## config.mk

```make
export PLATFORM = sky130hd
export DESIGN_NAME = sprite_blitter
export DESIGN_NICKNAME = d
export VERILOG_FILES = /design/src/rtl/chip8_fb_pkg.sv /design/src/rtl/sprite_shifter.sv /design/src/rtl/sprite_blitter.sv
export SDC_FILE = /design/constraint.sdc
export NUM_CORES = 1
export LEC_CHECK = 0
export CAP_MARGIN = 20
export CORE_MARGIN = 2
export CORE_UTILIZATION = 26
export CTS_CLUSTER_SIZE = 12
export DETAILED_ROUTE_END_ITERATION = 7
export GPL_ROUTABILITY_DRIVEN = 1
export HOLD_SLACK_MARGIN = 0.08
export PLACE_DENSITY = 0.49
export SETUP_SLACK_MARGIN = 0.2
export SLEW_MARGIN = 10
export SYNTH_ARGS = -nofsm -noshare
export SYNTH_HDL_FRONTEND = slang
export SYNTH_SLANG_ARGS = --single-unit
export TNS_END_PERCENT = 5
```

## constraint.sdc

```tcl
create_clock -name clk -period 3.1 [get_ports clk]
set_input_delay 0.465 -clock clk [delete_from_list [all_inputs] [get_ports clk]]
set_output_delay 0.465 -clock clk [all_outputs]
set_load 0.01 [all_outputs]
```

## src/rtl/chip8_fb_pkg.sv

```systemverilog
// Shared definitions for the Chip-8/SCHIP framebuffer writer: geometry,
// blitter FSM states and the lores pixel-doubling helper.
package chip8_fb_pkg;

  localparam int FB_WORDS_PER_ROW = 8;
  localparam int FB_ROWS          = 64;
  localparam int FB_AW            = 9;

  typedef enum logic [3:0] {
    ST_IDLE,
    ST_CLEAR,
    ST_FETCH0,
    ST_FETCH1,
    ST_FETCH2,
    ST_RD0,
    ST_RD1,
    ST_WR0,
    ST_WR1,
    ST_LINE,
    ST_FINISH
  } blit_state_e;

  function automatic logic [15:0] lores_double(input logic [7:0] b);
    logic [15:0] d;
    d = '0;
    for (int k = 0; k < 8; k++) begin
      d[2*k]   = b[k];
      d[2*k+1] = b[k];
    end
    return d;
  endfunction

endpackage

```

## src/rtl/sprite_shifter.sv

```systemverilog
// Aligns a 16-pixel sprite row to its framebuffer position, splitting it
// across the target word and the word to its right.
module sprite_shifter (
  input  logic [15:0] pat,
  input  logic [3:0]  shift,
  input  logic        clip,
  output logic [15:0] hi,
  output logic [15:0] lo
);

  logic [31:0] sh;

  assign sh = {pat, 16'h0000} >> shift;
  assign hi = sh[31:16];
  assign lo = clip ? 16'h0000 : sh[15:0];

endmodule

```

## src/rtl/sprite_blitter.sv

```systemverilog
// Executes DRW/CLS against port B of the 128x64 framebuffer, XOR-drawing
// sprite rows fetched from main memory and reporting the VF collision flag.
module sprite_blitter
  import chip8_fb_pkg::*;
#(
  parameter int SPR_AW = 12,
  parameter int FB_AW  = 9
) (
  input  logic              clk,
  input  logic              res,
  input  logic              hires,
  input  logic              start_draw,
  input  logic              start_clear,
  input  logic [6:0]        x_in,
  input  logic [5:0]        y_in,
  input  logic [3:0]        n_in,
  input  logic [SPR_AW-1:0] i_in,
  output logic              busy,
  output logic              done,
  output logic              collision,
  output logic [SPR_AW-1:0] spr_addr,
  output logic              spr_rd,
  input  logic [7:0]        spr_data,
  output logic [FB_AW-1:0]  fb_addr,
  output logic              fb_we,
  output logic [15:0]       fb_wdata,
  input  logic [15:0]       fb_rdata
);

  blit_state_e state;

  logic        lores_q;
  logic        wide_q;
  logic        line_sel;
  logic [6:0]  px;
  logic [5:0]  line;
  logic [4:0]  row;
  logic [4:0]  nrows;
  logic [7:0]  byte0;
  logic [7:0]  byte1;

  logic [15:0] pat;
  logic [15:0] hi_word;
  logic [15:0] lo_word;
  logic [2:0]  w;
  logic [2:0]  w1;
  logic        clip;
  logic [6:0]  next_line;

  logic [6:0]  acc_px;
  logic [5:0]  acc_py;
  logic [4:0]  acc_rows;
  logic        acc_wide;

  assign w         = px[6:4];
  assign w1        = w + 3'd1;
  assign clip      = (w == 3'd7);
  assign next_line = {1'b0, line} + 7'd1;

  always_comb begin
    acc_wide = hires && (n_in == 4'd0);
    acc_px   = hires ? x_in : {x_in[5:0], 1'b0};
    acc_py   = hires ? y_in : {y_in[4:0], 1'b0};
    acc_rows = acc_wide ? 5'd16 : {1'b0, n_in};
  end

  always_comb begin
    pat = {byte0, 8'h00};
    if (wide_q)
      pat = {byte0, byte1};
    else if (lores_q)
      pat = lores_double(byte0);
  end

  sprite_shifter u_shifter (
    .pat   (pat),
    .shift (px[3:0]),
    .clip  (clip),
    .hi    (hi_word),
    .lo    (lo_word)
  );

  // Outputs are registered, so each transition loads the values the
  // destination state must present during its own cycle.
  always_ff @(posedge clk) begin
    if (res) begin
      state     <= ST_IDLE;
      busy      <= 1'b0;
      done      <= 1'b0;
      collision <= 1'b0;
      spr_rd    <= 1'b0;
      spr_addr  <= '0;
      fb_we     <= 1'b0;
      fb_addr   <= '0;
      fb_wdata  <= '0;
      lores_q   <= 1'b0;
      wide_q    <= 1'b0;
      line_sel  <= 1'b0;
      px        <= '0;
      line      <= '0;
      row       <= '0;
      nrows     <= '0;
      byte0     <= '0;
      byte1     <= '0;
    end else begin
      case (state)
        ST_IDLE: begin
          done <= 1'b0;
          if (start_draw) begin
            lores_q   <= !hires;
            wide_q    <= acc_wide;
            px        <= acc_px;
            line      <= acc_py;
            nrows     <= acc_rows;
            row       <= '0;
            line_sel  <= 1'b0;
            collision <= 1'b0;
            busy      <= 1'b1;
            if (acc_rows == 5'd0) begin
              done  <= 1'b1;
              state <= ST_FINISH;
            end else begin
              spr_rd   <= 1'b1;
              spr_addr <= i_in;
              state    <= ST_FETCH0;
            end
          end else if (start_clear) begin
            busy     <= 1'b1;
            fb_addr  <= '0;
            fb_wdata <= '0;
            fb_we    <= 1'b1;
            state    <= ST_CLEAR;
          end
        end
        ST_CLEAR: begin
          if (fb_addr == {FB_AW{1'b1}}) begin
            fb_we <= 1'b0;
            done  <= 1'b1;
            state <= ST_FINISH;
          end else begin
            fb_addr <= fb_addr + 1'b1;
          end
        end
        ST_FETCH0: begin
          spr_rd <= wide_q;
          if (wide_q)
            spr_addr <= spr_addr + 1'b1;
          state <= ST_FETCH1;
        end
        ST_FETCH1: begin
          byte0  <= spr_data;
          spr_rd <= 1'b0;
          if (wide_q) begin
            state <= ST_FETCH2;
          end else begin
            fb_addr <= {line, w};
            state   <= ST_RD0;
          end
        end
        ST_FETCH2: begin
          byte1   <= spr_data;
          fb_addr <= {line, w};
          state   <= ST_RD0;
        end
        ST_RD0: begin
          fb_addr <= {line, w1};
          state   <= ST_RD1;
        end
        ST_RD1: begin
          fb_addr   <= {line, w};
          fb_we     <= 1'b1;
          fb_wdata  <= fb_rdata ^ hi_word;
          collision <= collision | (|(fb_rdata & hi_word));
          state     <= ST_WR0;
        end
        ST_WR0: begin
          if (clip) begin
            fb_we <= 1'b0;
            state <= ST_LINE;
          end else begin
            fb_addr   <= {line, w1};
            fb_wdata  <= fb_rdata ^ lo_word;
            collision <= collision | (|(fb_rdata & lo_word));
            state     <= ST_WR1;
          end
        end
        ST_WR1: begin
          fb_we <= 1'b0;
          state <= ST_LINE;
        end
        ST_LINE: begin
          // Lines only ever advance by one, so a target past the bottom
          // edge means every remaining row is clipped too.
          line <= next_line[5:0];
          if (lores_q && !line_sel) begin
            line_sel <= 1'b1;
            fb_addr  <= {next_line[5:0], w};
            state    <= ST_RD0;
          end else if ((row + 5'd1 == nrows) || next_line[6]) begin
            done  <= 1'b1;
            state <= ST_FINISH;
          end else begin
            line_sel <= 1'b0;
            row      <= row + 5'd1;
            spr_rd   <= 1'b1;
            spr_addr <= spr_addr + 1'b1;
            state    <= ST_FETCH0;
          end
        end
        ST_FINISH: begin
          done  <= 1'b0;
          busy  <= 1'b0;
          state <= ST_IDLE;
        end
        default: state <= ST_IDLE;
      endcase
    end
  end

endmodule

```

# ---- Word level (Yosys, flattened, before mapping)
# Index checks and enable logic that the tools add are counted.
dict set report op_classes {
  n_addsub 5
  n_eq_ne 29
  shifts 1
  n_mux 62
  bitwise 6
  n_reduce_logical 32
}
# cell count
set op_table {}
lappend op_table {{16-bit 2-to-1 mux} 4}
lappend op_table {{9-bit case mux with 7 select lines} 1}
lappend op_table {{12-bit 2-to-1 mux} 5}
lappend op_table {{9-bit 2-to-1 mux} 6}
lappend op_table {{16-bit case mux with 3 select lines} 1}
lappend op_table {{4-bit case mux with 10 select lines} 1}
lappend op_table {{12-bit case mux with 3 select lines} 1}
lappend op_table {{16-bit bitwise AND} 2}
lappend op_table {{16-bit OR reduction} 2}
lappend op_table {{32-bit by 4-bit right shift with 32-bit output} 1}
lappend op_table {{16-bit XOR} 2}
lappend op_table {{15-bit 2-to-1 mux} 2}
lappend op_table {{2-bit inequality test, second input constant} 13}
lappend op_table {{4-bit 2-to-1 mux} 6}
lappend op_table {{1-bit 2-to-1 mux} 20}
lappend op_table {{5-bit 2-to-1 mux} 4}
lappend op_table {{4-bit by 3-bit equality test with 1-bit output, second input constant} 4}
lappend op_table {{12-bit by 1-bit adder with 12-bit output, second input constant} 1}
lappend op_table {{4-bit equality test, second input constant} 3}
lappend op_table {{6-bit 2-to-1 mux} 2}
lappend op_table {{6-bit case mux with 2 select lines} 1}
lappend op_table {{4-bit AND reduction} 3}
lappend op_table {{5-bit case mux with 2 select lines} 1}
lappend op_table {{5-bit AND reduction} 2}
lappend op_table {{other kinds (32)} 47}
dict set report word_totals {
  register_bits 88
  inputBits 58
  out_inout_bits 42
  elab_cells 153
}

# ---- Logic depth before layout (Yosys ltp)
dict set report depth {
  ltp_word 9
  mapped_depth 11
}

# ---- Hierarchy
# Synthesis repeated with hierarchy kept, for this count alone.
dict set report unflattened {
  hier_cells 797
  hier_area_um2 6083.3
}
# mod instances cells_each area_per_inst_um2 seq_area_each_um2
set modules_own_cells {}
lappend modules_own_cells {sprite_blitter 1 676 5233.8 1741.7}
lappend modules_own_cells {sprite_shifter 1 121 849.6 0.0}

# ---- Least setup slack after synthesis
# OpenSTA, ideal clock, no wires.
dict set report synth_timing {
  path_type {register -> register}
  start {register px[0]}
  end {register collision}
  arrival_ns 2.445
  path_slack_ns 0.531
  path_stages_with_launch 10
  period_less_slack_ns 2.569
  path_cell_list {dfxtp_1 -> buf_6 -> mux2_4 -> mux4_2 -> nor2_2 -> a21oi_1 -> a32o_1 -> or4_1 -> nor4_1 -> nor3_1}
}
dict set report synth_via {
  elab_chain_len 7
  elab_cells_between_ends 10
}
# item line_no
set synth_rtl {}
lappend synth_rtl {{start: declaration} sprite_blitter.sv:35} ;# logic [6:0] px;
lappend synth_rtl {{start signal: assignment} sprite_blitter.sv:112} ;# px <= acc_px;
lappend synth_rtl {{32-bit by 4-bit right shift with 32-bit output *} sprite_shifter.sv:13} ;# assign sh = {pat, 16'h0000} >> shift;
lappend synth_rtl {{16-bit 2-to-1 mux} sprite_shifter.sv:15} ;# assign lo = clip ? 16'h0000 : sh[15:0];
lappend synth_rtl {{16-bit bitwise AND} sprite_blitter.sv:183} ;# collision <= collision | (|(fb_rdata & lo_word));
lappend synth_rtl {{16-bit OR reduction} sprite_blitter.sv:183}
lappend synth_rtl {{1-bit OR} sprite_blitter.sv:183}
lappend synth_rtl {{1-bit 2-to-1 mux} sprite_blitter.sv:177} ;# if (clip) begin
lappend synth_rtl {{1-bit case mux with 3 select lines *} sprite_blitter.sv:106} ;# case (state)
lappend synth_rtl {{end signal: assignment} sprite_blitter.sv:173} ;# collision <= collision | (|(fb_rdata & hi_word));
lappend synth_rtl {{end signal: assignment} sprite_blitter.sv:183}
lappend synth_rtl {{end: declaration} sprite_blitter.sv:20} ;# output logic collision,
# Every way passes the cells marked *; elsewhere a longest branch is shown, timed or not. The select of a mux whose other input is x is not followed.
# A chain may end at the register's enable or synchronous reset.

==> flow_summary_export.csv <==
group,metric,value,unit
clocking,clock_path_buffers,2,
finish,syn2layout_area_growth,29.7,%
timing,timing.fmax,0.346,GHz
routing,dr.pass1.iters,5,
critical_path,crit_cells,9,
place,hpwl,19500,um
timing,setup_viol,0,
global_route,grt_pass1_vias,6935,
routing,wirelength,25600,um
synthesis,synthFlopType,"dfxtp_1",
global_route,antenna_found_initial,0,
pwr,leakage,3.06,nW
timing,slew_viol_final,0,
critical_path,worstSetupStartpointType,"flip-flop",
critical_path,startpoint,"nrows[4]",
timing,whs,0.475,ns
routing,drc,0,
timing,tns,0,ns
critical_path,worst-path-buf-inv,1,
finish,diodes,0,
critical_path,crit_path_end_kind,"flip-flop",
routing,ant_nets,0,
timing,timing_hold_violations_final,0,
clocking,worstSkewPairLatency,0.36,ns
routing,num_vias,7274,
global_route,grt_max_degree,76,
pwr,ir_worst_vdd,309,uV
clocking,clock-sinks,87,
finish,fillers,2589,
routing,drt_iter0_markers,657,
synthesis,yosysUniqueCellTypes,77,
place,port_buffers,99,
timing,finClkSkew,0.00887,ns
clocking,ctsHtreeMaxLevel,3,
critical_path,r2r-end,"collision",
place,routabilityCongestion,0.949,
critical_path,cp_top_family,"simple AND/OR/NAND/NOR gates",
routing,wire_per_inst,19.2,um
finish,nets,1067,
clocking,cts.clk_slew.worst_paths,0.07,ns
synthesis,syn_avg_cell_area,7.30,um^2
flow_run,cap_violations,0,
timing,period_share,0.932,
critical_path,required,3.33,ns
die,die_w,162,um
timing,relSlewSlack,0.425,
global_route,track_usage,0.194,
finish,layout_common_cells,"132 x nand2_1, 98 x clkdlybuf4s50_1, 92 x a21oi_1",
global_route,overflow,0,
worst_hold_path,hp-class,"flip-flop to flip-flop",
finish,layout_commonest_cell,"nand2_1",
synthesis,syn_area,6500,um^2
critical_path,cpMaxStageDelayCell,"mux4_2",
routing,viasPerCell,5.47,
critical_path,r2r_setup_slack,0.21,ns
synthesis,ys_ff_latch,87,
status,status,"finished, final reports clean",
synthesis,syn_inst,891,
die,dieHeight,162,um
timing,rsz0062_at_grt,"yes",
critical_path,crit_type,"flip-flop to flip-flop",
synthesis,yosysWarnings,0,
die,row_count,57,
die,core,24500,um^2
finish,layout-drive-gt1-share,0.107,
clocking,cts_buffers,9,
synthesis,ys_seq_area_frac,0.268,
critical_path,cp-endpoint,"collision",
critical_path,worstPathMaxFanout,18,
critical_path,critPathMaxStageDelay,0.55,ns
critical_path,timing.rr.start,"nrows[4]",
clocking,cts_tree,"built",
global_route,grt_pass1_wl,39900,um
critical_path,crit_arrival,3.12,ns
synthesis,synth_fp_nets,956,
synthesis,async_reset_ff_frac,0,
die,ios,100,
critical_path,ff2ff_path_depth,9,
timing,min_period,2.89,ns
die,dieArea,26300,um^2
pwr,power_density,683,nW/um^2
die,initial_core_util,0.266,
clocking,cts-root-buf,"clkbuf_16",
synthesis,synth_edf_count,0,
timing,worstMarginPinSlew,0.862,ns
critical_path,crit_chain,"buf_6 > and3b_1 > a21o_1 > mux4_2 > a222oi_1 > nand2b_1 > a31oi_1 > nor4bb_1 > nor3_1",
==> worst min-delay path, cell delays in order (launching register included) <==
cell	delay, ns
dfxtp_1	0.32
nand2_1	0.05
a21oi_1	0.05
==> routing by layer <==
layer  vias up  part of all wire  track usage  routed length, um
met5         -                 0            0                  0
met4         0             0.034       0.0800                873
met3        65             0.061       0.0312               1570
met2       305              0.48        0.322              12200
met1      3415              0.43        0.251              11000
li1       3489                 -            -                  -
==> how the worst min path moves through the flow <==
stage / start / slack, ns / end / depth (start not counted)
after floorplan: line_sel / 0.45 / line_sel / 2
final: nrows[1] / 0.47 / nrows[1] / 2
after global routing: nrows[3] / 0.50 / nrows[3] / 2
after CTS: nrows[3] / 0.48 / nrows[3] / 2
after global placement: fb_wdata[12] / 0.46 / fb_wdata[12] / 1
after detailed placement: fb_wdata[5] / 0.47 / fb_wdata[5] / 1
==> state kept, by name, indices dropped and copies added (netlist names) <==
register,count
fb_we,1
state,4
fb_wdata,16
px,7
collision,1
line_sel,1
spr_rd,1
nrows,5
line,6
spr_addr,12
lores_q,1
byte1,8
done,1
fb_addr,9
byte0,8
row,5
busy,1
==> where the power goes <==
part	total [mW]	switching, mW	internal, mW
clock	1.14	0.511	0.624
combinational	3.06	1.83	1.23
sequential	1.56	0.251	1.31
==> logic make-up (layout without fill, tap and decap cells) <==
kind of cell,Yosys count,after routing,share of synthesized area
AOI/OAI and AO/OA,279,279,0.282
xor gates and xnor gates,31,31,0.0418
adders and majority gates,7,7,0.0135
buffers and inverters,78,193,0.0485
DFF,87,87,0.268
muxes,48,48,0.0889
and+or+nand+nor,361,361,0.258
==> synthesized netlist by cell type (all sizes together) (9+ instances only) <==
| cell type | instances | area (um^2) |
|---|---|---|
| a22oi | 13 | 97.6 |
| nand3 | 33 | 165 |
| a22o | 12 | 105 |
| a31oi | 14 | 87.6 |
| o21ai | 40 | 200 |
| buf | 20 | 97.6 |
| nand2b | 16 | 100 |
| nand2 | 132 | 495 |
| nor2 | 90 | 340 |
| mux2i | 30 | 300 |
| a211oi | 19 | 148 |
| nor3 | 23 | 115 |
| a32oi | 10 | 87.6 |
| and3 | 14 | 87.6 |
| mux2 | 12 | 143 |
| a21oi | 92 | 460 |
| xnor2 | 18 | 158 |
| o22ai | 13 | 81.3 |
| clkbuf | 40 | 150 |
| inv | 17 | 63.8 |
| xor2 | 13 | 114 |
| nand3b | 9 | 67.6 |
| nor2b | 13 | 81.3 |
| dfxtp | 87 | 1740 |
==> per-stage QoR <==
stage / util / instance area, um^2 / setup WS, ns / cells / total power, mW
global placement: 0.331 / 8110 / 0.258 / 1314 / 4.63
CTS: 0.343 / 8400 / 0.223 / 1329 / 5.75
finish: 0.345 / 8430 / 0.211 / 1330 / 5.76
global route: 0.345 / 8430 / 0.133 / 1330 / 6.15
detailed placement: 0.331 / 8110 / 0.200 / 1314 / 4.60
floorplan: - / 6500 / 0.531 / 891 / 3.47
==> cell type report <==
class                           instances  area [um^2]  share of cell area
Clock buffer                           10          229              0.0272
Sequential cell                        87         1740               0.207
Timing Repair Buffer                  160         1470               0.174
Clock inverter                          5         58.8             0.00698
Inverter                               18         71.3             0.00846
Tap cell                              324          405              0.0481
Multi-Input combinational cell        726         4450               0.528
==> repair_timing <==
item                                    4_1_cts  5_1_grt
endpoints found under the setup margin        1       14
pin swaps                                     0        2
buffers inserted                              0        1
resized for setup                             1        8
hold buffers                                  0        0
Power figures use the tool's default switching activity.
